--- src/rtl/tlram_arb_pkg.sv ---
// Shared types and constants for the two-port TileLink-UL RAM arbiter.
package tlram_arb_pkg;

  localparam int SRC_W  = 10;
  localparam int ADDR_W = 33;
  localparam int DATA_W = 64;
  localparam int MASK_W = DATA_W / 8;

  localparam logic [2:0] TL_GET             = 3'd4;
  localparam logic [2:0] TL_PUT_FULL        = 3'd0;
  localparam logic [2:0] TL_PUT_PARTIAL     = 3'd1;
  localparam logic [2:0] TL_ACCESS_ACK      = 3'd0;
  localparam logic [2:0] TL_ACCESS_ACK_DATA = 3'd1;

  typedef struct packed {
    logic [2:0]        opcode;
    logic [2:0]        param;
    logic [1:0]        size;
    logic [SRC_W-1:0]  source;
    logic [ADDR_W-1:0] address;
    logic [MASK_W-1:0] mask;
    logic [DATA_W-1:0] data;
    logic              corrupt;
  } tl_a_t;

  typedef struct packed {
    logic [2:0]        opcode;
    logic [1:0]        size;
    logic [SRC_W-1:0]  source;
    logic [DATA_W-1:0] data;
  } tl_d_t;

endpackage

--- src/rtl/tlram_arbiter_2_if.sv ---
// Single-beat TileLink-UL link (A request + D response channels).
// master drives A and accepts D; slave accepts A and drives D.
interface tlram_arbiter_2_if;
  import tlram_arb_pkg::*;

  logic  a_valid;
  logic  a_ready;
  tl_a_t a_bits;
  logic  d_valid;
  logic  d_ready;
  tl_d_t d_bits;

  modport master (output a_valid, a_bits, d_ready, input a_ready, d_valid, d_bits);
  modport slave  (input a_valid, a_bits, d_ready, output a_ready, d_valid, d_bits);
endinterface

--- src/rtl/tlram_arb_order_fifo.sv ---
// Ordering FIFO: remembers which requester issued each outstanding
// request so D responses can be routed back in issue order.
module tlram_arb_order_fifo #(
  parameter int DEPTH = 2
) (
  input  logic clock,
  input  logic reset,
  input  logic push,
  input  logic push_id,
  input  logic pop,
  output logic head,
  output logic full,
  output logic empty
);
  localparam int PTR_W = $clog2(DEPTH);
  localparam int CNT_W = PTR_W + 1;

  logic [DEPTH-1:0] mem;
  logic [PTR_W-1:0] wr_ptr;
  logic [PTR_W-1:0] rd_ptr;
  logic [CNT_W-1:0] count;
  logic             do_push;
  logic             do_pop;

  // Full/empty come from the registered count, so a same-cycle pop never frees a slot for a push.
  assign full    = (count == CNT_W'(DEPTH));
  assign empty   = (count == '0);
  assign do_push = push & ~full;
  assign do_pop  = pop & ~empty;
  assign head    = mem[rd_ptr];

  // Pointer and occupancy control; cleared on reset.
  always_ff @(posedge clock) begin
    if (reset) begin
      wr_ptr <= '0;
      rd_ptr <= '0;
      count  <= '0;
    end else begin
      if (do_push) wr_ptr <= wr_ptr + PTR_W'(1);
      if (do_pop)  rd_ptr <= rd_ptr + PTR_W'(1);
      case ({do_push, do_pop})
        2'b10:   count <= count + CNT_W'(1);
        2'b01:   count <= count - CNT_W'(1);
        default: count <= count;
      endcase
    end
  end

  // Storage for requester IDs; contents are meaningless while empty so no reset.
  always_ff @(posedge clock) begin
    if (do_push) mem[wr_ptr] <= push_id;
  end

endmodule

--- src/rtl/tlram_arbiter_2.sv ---
// Two-port round-robin TileLink-UL arbiter in front of a single in-order
// RAM slave. A path and D path are combinational; the ordering FIFO steers
// each response to the requester that issued it.
// Optional feature macro: TLRAM_ARB_PERF_EN adds saturating per-port grant counters.
module tlram_arbiter_2
  import tlram_arb_pkg::*;
#(
  parameter int DEPTH = 2
) (
  input  logic clock,
  input  logic reset,
  tlram_arbiter_2_if.slave  in0,
  tlram_arbiter_2_if.slave  in1,
  tlram_arbiter_2_if.master out
`ifdef TLRAM_ARB_PERF_EN
  ,
  output logic [31:0] perf_grant0,
  output logic [31:0] perf_grant1
`endif
);

  logic rr;
  logic grant;
  logic a_open;
  logic a_fire;
  logic d_open;
  logic d_fire;
  logic fifo_full;
  logic fifo_empty;
  logic head;

  // Grant selection: rr breaks ties, a lone valid port always wins.
  always_comb begin
    grant = 1'b0;
    if (in0.a_valid && in1.a_valid) grant = rr;
    else if (in1.a_valid)           grant = 1'b1;
  end

  assign a_open        = ~fifo_full & ~reset;
  assign out.a_valid   = (in0.a_valid | in1.a_valid) & a_open;
  assign out.a_bits    = grant ? in1.a_bits : in0.a_bits;
  assign in0.a_ready   = out.a_ready & a_open & ~grant;
  assign in1.a_ready   = out.a_ready & a_open &  grant;
  assign a_fire        = out.a_valid & out.a_ready;

  // D responses follow the FIFO head; a response with nothing outstanding is never forwarded.
  assign d_open        = ~fifo_empty & ~reset;
  assign in0.d_valid   = out.d_valid & d_open & ~head;
  assign in1.d_valid   = out.d_valid & d_open &  head;
  assign in0.d_bits    = out.d_bits;
  assign in1.d_bits    = out.d_bits;
  assign out.d_ready   = (head ? in1.d_ready : in0.d_ready) & d_open;
  assign d_fire        = out.d_valid & out.d_ready;

  // Round-robin pointer: the port just served loses priority.
  always_ff @(posedge clock) begin
    if (reset)       rr <= 1'b0;
    else if (a_fire) rr <= ~grant;
  end

  tlram_arb_order_fifo #(.DEPTH(DEPTH)) u_fifo (
    .clock   (clock),
    .reset   (reset),
    .push    (a_fire),
    .push_id (grant),
    .pop     (d_fire),
    .head    (head),
    .full    (fifo_full),
    .empty   (fifo_empty)
  );

`ifdef TLRAM_ARB_PERF_EN
  function automatic logic [31:0] sat_inc(input logic [31:0] v);
    return (v == 32'hFFFF_FFFF) ? v : v + 32'd1;
  endfunction

  // Per-port grant counters, saturating at all-ones.
  always_ff @(posedge clock) begin
    if (reset) begin
      perf_grant0 <= '0;
      perf_grant1 <= '0;
    end else if (a_fire) begin
      if (grant) perf_grant1 <= sat_inc(perf_grant1);
      else       perf_grant0 <= sat_inc(perf_grant0);
    end
  end
`endif

`ifndef SYNTHESIS
  // A response arriving with no request outstanding means the slave was not reset with us.
  always_ff @(posedge clock) begin
    if (!reset) assert (!(out.d_valid && fifo_empty))
      else $error("tlram_arbiter_2: D response with empty ordering FIFO");
  end
`endif

endmodule

--- src/flat_wrapper.sv ---
// flat-port wrapper written by rule: the top's interface ports become plain ports
module tlram_arbiter_2_flat import tlram_arb_pkg::*;
#(
  parameter int DEPTH = 2
)
  (clock, reset, in0_a_valid, in0_a_bits, in0_d_ready, in0_a_ready, in0_d_valid, in0_d_bits, in1_a_valid, in1_a_bits, in1_d_ready, in1_a_ready, in1_d_valid, in1_d_bits, out_a_valid, out_a_bits, out_d_ready, out_a_ready, out_d_valid, out_d_bits);
  tlram_arbiter_2_if in0_i ();
  tlram_arbiter_2_if in1_i ();
  tlram_arbiter_2_if out_i ();
  input  logic clock;
  input  logic reset;
  input wire logic [$bits(in0_i.a_valid)-1:0] in0_a_valid;
  input wire logic [$bits(in0_i.a_bits)-1:0] in0_a_bits;
  input wire logic [$bits(in0_i.d_ready)-1:0] in0_d_ready;
  output wire logic [$bits(in0_i.a_ready)-1:0] in0_a_ready;
  output wire logic [$bits(in0_i.d_valid)-1:0] in0_d_valid;
  output wire logic [$bits(in0_i.d_bits)-1:0] in0_d_bits;
  input wire logic [$bits(in1_i.a_valid)-1:0] in1_a_valid;
  input wire logic [$bits(in1_i.a_bits)-1:0] in1_a_bits;
  input wire logic [$bits(in1_i.d_ready)-1:0] in1_d_ready;
  output wire logic [$bits(in1_i.a_ready)-1:0] in1_a_ready;
  output wire logic [$bits(in1_i.d_valid)-1:0] in1_d_valid;
  output wire logic [$bits(in1_i.d_bits)-1:0] in1_d_bits;
  output wire logic [$bits(out_i.a_valid)-1:0] out_a_valid;
  output wire logic [$bits(out_i.a_bits)-1:0] out_a_bits;
  output wire logic [$bits(out_i.d_ready)-1:0] out_d_ready;
  input wire logic [$bits(out_i.a_ready)-1:0] out_a_ready;
  input wire logic [$bits(out_i.d_valid)-1:0] out_d_valid;
  input wire logic [$bits(out_i.d_bits)-1:0] out_d_bits;
  assign in0_i.a_valid = in0_a_valid;
  assign in0_i.a_bits = in0_a_bits;
  assign in0_i.d_ready = in0_d_ready;
  assign in0_a_ready = in0_i.a_ready;
  assign in0_d_valid = in0_i.d_valid;
  assign in0_d_bits = in0_i.d_bits;
  assign in1_i.a_valid = in1_a_valid;
  assign in1_i.a_bits = in1_a_bits;
  assign in1_i.d_ready = in1_d_ready;
  assign in1_a_ready = in1_i.a_ready;
  assign in1_d_valid = in1_i.d_valid;
  assign in1_d_bits = in1_i.d_bits;
  assign out_a_valid = out_i.a_valid;
  assign out_a_bits = out_i.a_bits;
  assign out_d_ready = out_i.d_ready;
  assign out_i.a_ready = out_a_ready;
  assign out_i.d_valid = out_d_valid;
  assign out_i.d_bits = out_d_bits;
  tlram_arbiter_2 #(.DEPTH(DEPTH)) u_core (.clock(clock), .reset(reset), .in0(in0_i), .in1(in1_i), .out(out_i));
endmodule
--- config.mk ---
export PLATFORM = sky130hd
export DESIGN_NAME = tlram_arbiter_2_flat
export DESIGN_NICKNAME = d
export VERILOG_FILES = /design/src/rtl/tlram_arb_pkg.sv /design/src/rtl/tlram_arbiter_2_if.sv /design/src/rtl/tlram_arb_order_fifo.sv /design/src/rtl/tlram_arbiter_2.sv /design/src/flat_wrapper.sv
export SDC_FILE = /design/constraint.sdc
export NUM_CORES = 1
export LEC_CHECK = 0
export BUFFER_PORTS_ARGS = -buffer_cell sky130_fd_sc_hd__buf_2
export CAP_MARGIN = 10
export CORE_AREA = 2 2 243 245
export DETAILED_ROUTE_END_ITERATION = 6
export DIE_AREA = 0 0 245 247
export HOLD_SLACK_MARGIN = 0.05
export MAX_ROUTING_LAYER = met4
export SLEW_MARGIN = 20
export SYNTH_ARGS = -nofsm -noshare
export SYNTH_HDL_FRONTEND = slang
export SYNTH_SLANG_ARGS = --single-unit
--- constraint.sdc ---
create_clock -name clock -period 2.47 [get_ports clock]
set_input_delay 0.494 -clock clock [delete_from_list [all_inputs] [get_ports clock]]
set_output_delay 0.494 -clock clock [all_outputs]
set_load 0.1 [all_outputs]
==> impl_metrics.env <==
export IMPL_fmax_ghz=0.4297
export IMPL_antenna_found_initial=10
export IMPL_syn_mean_instance_area_um2=5.130
export IMPL_vias_per_cell=2.715
export IMPL_postCtsHoldBufs=0
export IMPL_rsz0062_at_grt="false"
export IMPL_setup_violations=0
export IMPL_fill_cells=6731
export IMPL_slew_headroom_pct=67.21
export IMPL_arrival_ns=1.83
export IMPL_drv_cap=0
export IMPL_ys_seq_elements=7
export IMPL_cp_end_kind="output pin"
export IMPL_nNetsFinal=1155
export IMPL_synth_edf_count=2
export IMPL_fp_row_count=89
export IMPL_clk_latency_ns=0.23
export IMPL_wl_per_cell_um=14.24
export IMPL_r2r_start="u_core.u_fifo.rd_ptr$_SDFFE_PP0P_"
export IMPL_power_leakage_nw=3.551
export IMPL_start_util_pct=5.285
export IMPL_holdPathEnd="u_core.u_fifo.wr_ptr$_SDFFE_PP0P_"
export IMPL_multi_input_area_um2=1624
export IMPL_path_clk_slew_ns=0.03
export IMPL_hold_path_class="reg -> reg"
export IMPL_yosys_warnings=0
export IMPL_drt_iter0_drc=106
export IMPL_r2r_slack_ns=0.41
export IMPL_mostFrequentLayoutCells="373 x nand2_1, 257 x buf_2, 132 x buf_12"
export IMPL_hold_slack_ns=0.4846
export IMPL_cts_resized=0
export IMPL_cts_buffers=3
export IMPL_area_growth_syn_to_layout_pct=123.3
export IMPL_fp_dieH_um=247
export IMPL_clockBufferDepth=2
export IMPL_htree_levels=1
export IMPL_synth_cells=600
export IMPL_synth_distinct_cells=24
export IMPL_drt_total_wl_um=22770
export IMPL_drc=0
export IMPL_port_buffers=385
export IMPL_rr_worst_depth=8
export IMPL_irDropWorstVdd_v=0.0002750
export IMPL_startpoint_type="input port"
export IMPL_netlist_area_um2=3078
export IMPL_placed_cells=1587
export IMPL_critPathMaxFanout=64
export IMPL_dpl_cell_area_um2=6773
export IMPL_final_max_slew_viol_count=0
export IMPL_coreArea_um2=58240
export IMPL_worst_setup_path_type="in -> out"
export IMPL_hp_start="u_core.u_fifo.wr_ptr$_SDFFE_PP0P_"
export IMPL_outcome="complete, no violations"
export IMPL_io_pins=623
export IMPL_grt_pass1_wl_um=29080
export IMPL_finalCritPeriodShare_pct=94.23
export IMPL_powerDensity_nw_per_um2=474.6
export IMPL_design_area_um2=6872
export IMPL_seq_area_um2=160.2
export IMPL_final_common_cell="nand2_1"
export IMPL_gp_congestion=0.8818
export IMPL_worstMarginPinSlew_ns=0.4952
export IMPL_grt_usage_pct=7.069
export IMPL_synth_main_ff_cell="dfxtp_1"
export IMPL_clock_sinks=7
export IMPL_finalHoldViolations=0
export IMPL_r2r_end="u_core.u_fifo.count[1]$_SDFFE_PP0P_"
export IMPL_cts_root_buf="clkbuf_16"
export IMPL_final_cells=1599
export IMPL_required_ns=1.98
export IMPL_finalPower_mw=3.261
export IMPL_vias=4342
export IMPL_syn_num_nets=936
export IMPL_drtPass1Iterations=6
export IMPL_finalCriticalPeriod_ns=2.327
export IMPL_grt_max_degree=65
export IMPL_async_reset_ff_share_pct=0
export IMPL_detail_route_antenna_nets=0
export IMPL_hold_path_depth=1
export IMPL_fp_dieW_um=245
export IMPL_ys_seq_area_share_pct=5.203
export IMPL_dp_hpwl_um=21290
export IMPL_grt_pass1_vias=4264
export IMPL_skew_ns=0.001475
export IMPL_cts_tree="built"
export IMPL_post_cts_buffers=0
export IMPL_grt_overflow_total=0
export IMPL_layout_drive_gt1_share_pct=50.12
export IMPL_dieArea_um2=60520
cell usage after synthesis (all sizes together) (2+ instances only):
cell / count / share of area, %
dfxtp: 5 / 3.3
or3: 2 / 0.41
and2: 2 / 0.41
inv: 4 / 0.49
nor2: 7 / 0.85
nor2b: 2 / 0.41
o21ai: 4 / 0.77
edfxtp: 2 / 2.0
a21oi: 3 / 0.49
clkbuf: 16 / 2.0
nand2: 373 / 45
nor3: 2 / 0.33
mux2i: 3 / 0.98
buf: 169 / 40
through the flow:
| stage | utilization [%] | TNS, ns | setup slack [ns] |
|---|---|---|---|
| global route | 11.80 | 0 | 0.06995 |
| global placement | 11.63 | 0 | 0.1453 |
| detailed placement | 11.63 | 0 | 0.1384 |
| CTS | 11.76 | 0 | 0.1358 |
| floorplan | - | -0.01052 | -0.01052 |
| finish | 11.80 | 0 | 0.1426 |
critical path, stage by stage:
cell	delay (ns)
buf_2	0.12
inv_2	0.05
o21ai_4	0.26
buf_12	0.28
nand2_1	0.16
nand2_1	0.16
buf_12	0.19
registers in the layout (all words and copies together) (netlist names):
name,cells
u_core.u_fifo.count,2
u_core.rr,1
u_core.u_fifo.mem,2
u_core.u_fifo.wr_ptr,1
u_core.u_fifo.rd_ptr,1
cell type report:
type	instances	area share, %
Tap cell	773	14.08
Antenna cell	8	0.2913
Timing Repair Buffer	399	58.27
Sequential cell	7	2.331
Multi-Input combinational cell	404	23.63
Clock buffer	4	1.147
Inverter	4	0.2549
worst max path at each step:
stage	slack [ns]	depth (start not counted)	endpoint	start
6_report	0.14	7	out_a_bits[7]	in0_a_valid
5_1_grt	0.07	7	out_a_bits[7]	in0_a_valid
4_1_cts	0.14	7	out_a_bits[7]	in0_a_valid
3_5_place_dp	0.14	7	out_a_bits[7]	in0_a_valid
3_3_place_gp	0.15	7	out_a_bits[7]	in0_a_valid
2_1_floorplan	-0.01	3	out_d_ready	u_core.u_fifo.rd_ptr$_SDFFE_PP0P_
layer usage:
layer	up-vias	share of wire (%)	global-route usage, %	routed length [um]
li1	2081	-	-	-
met1	1768	29	5.646	6686
met2	440	48	12.11	10860
met3	53	19	5.296	4316
met4	0	4.0	3.049	909
met5	-	0	-	0
logic make-up after synthesis:
family	Yosys count	synth area share, %
mux	3	0.9756
buf+inv	189	42.76
fa+ha+maj	1	0.4064
flops	7	5.203
xor+xnor	2	0.5692
compound gates	8	1.545
simple gates	390	48.54
power breakdown:
| group | leakage [nW] | total [mW] | switching (mW) | internal [mW] |
|---|---|---|---|---|
| logic | 3.45 | 2.85 | 1.89 | 0.962 |
| clock network | 0.0382 | 0.274 | 0.0597 | 0.215 |
| registers | 0.0595 | 0.133 | 0.00668 | 0.126 |
| total | 3.55 | 3.26 | 1.96 | 1.30 |
(Power assumes the default switching activity.)
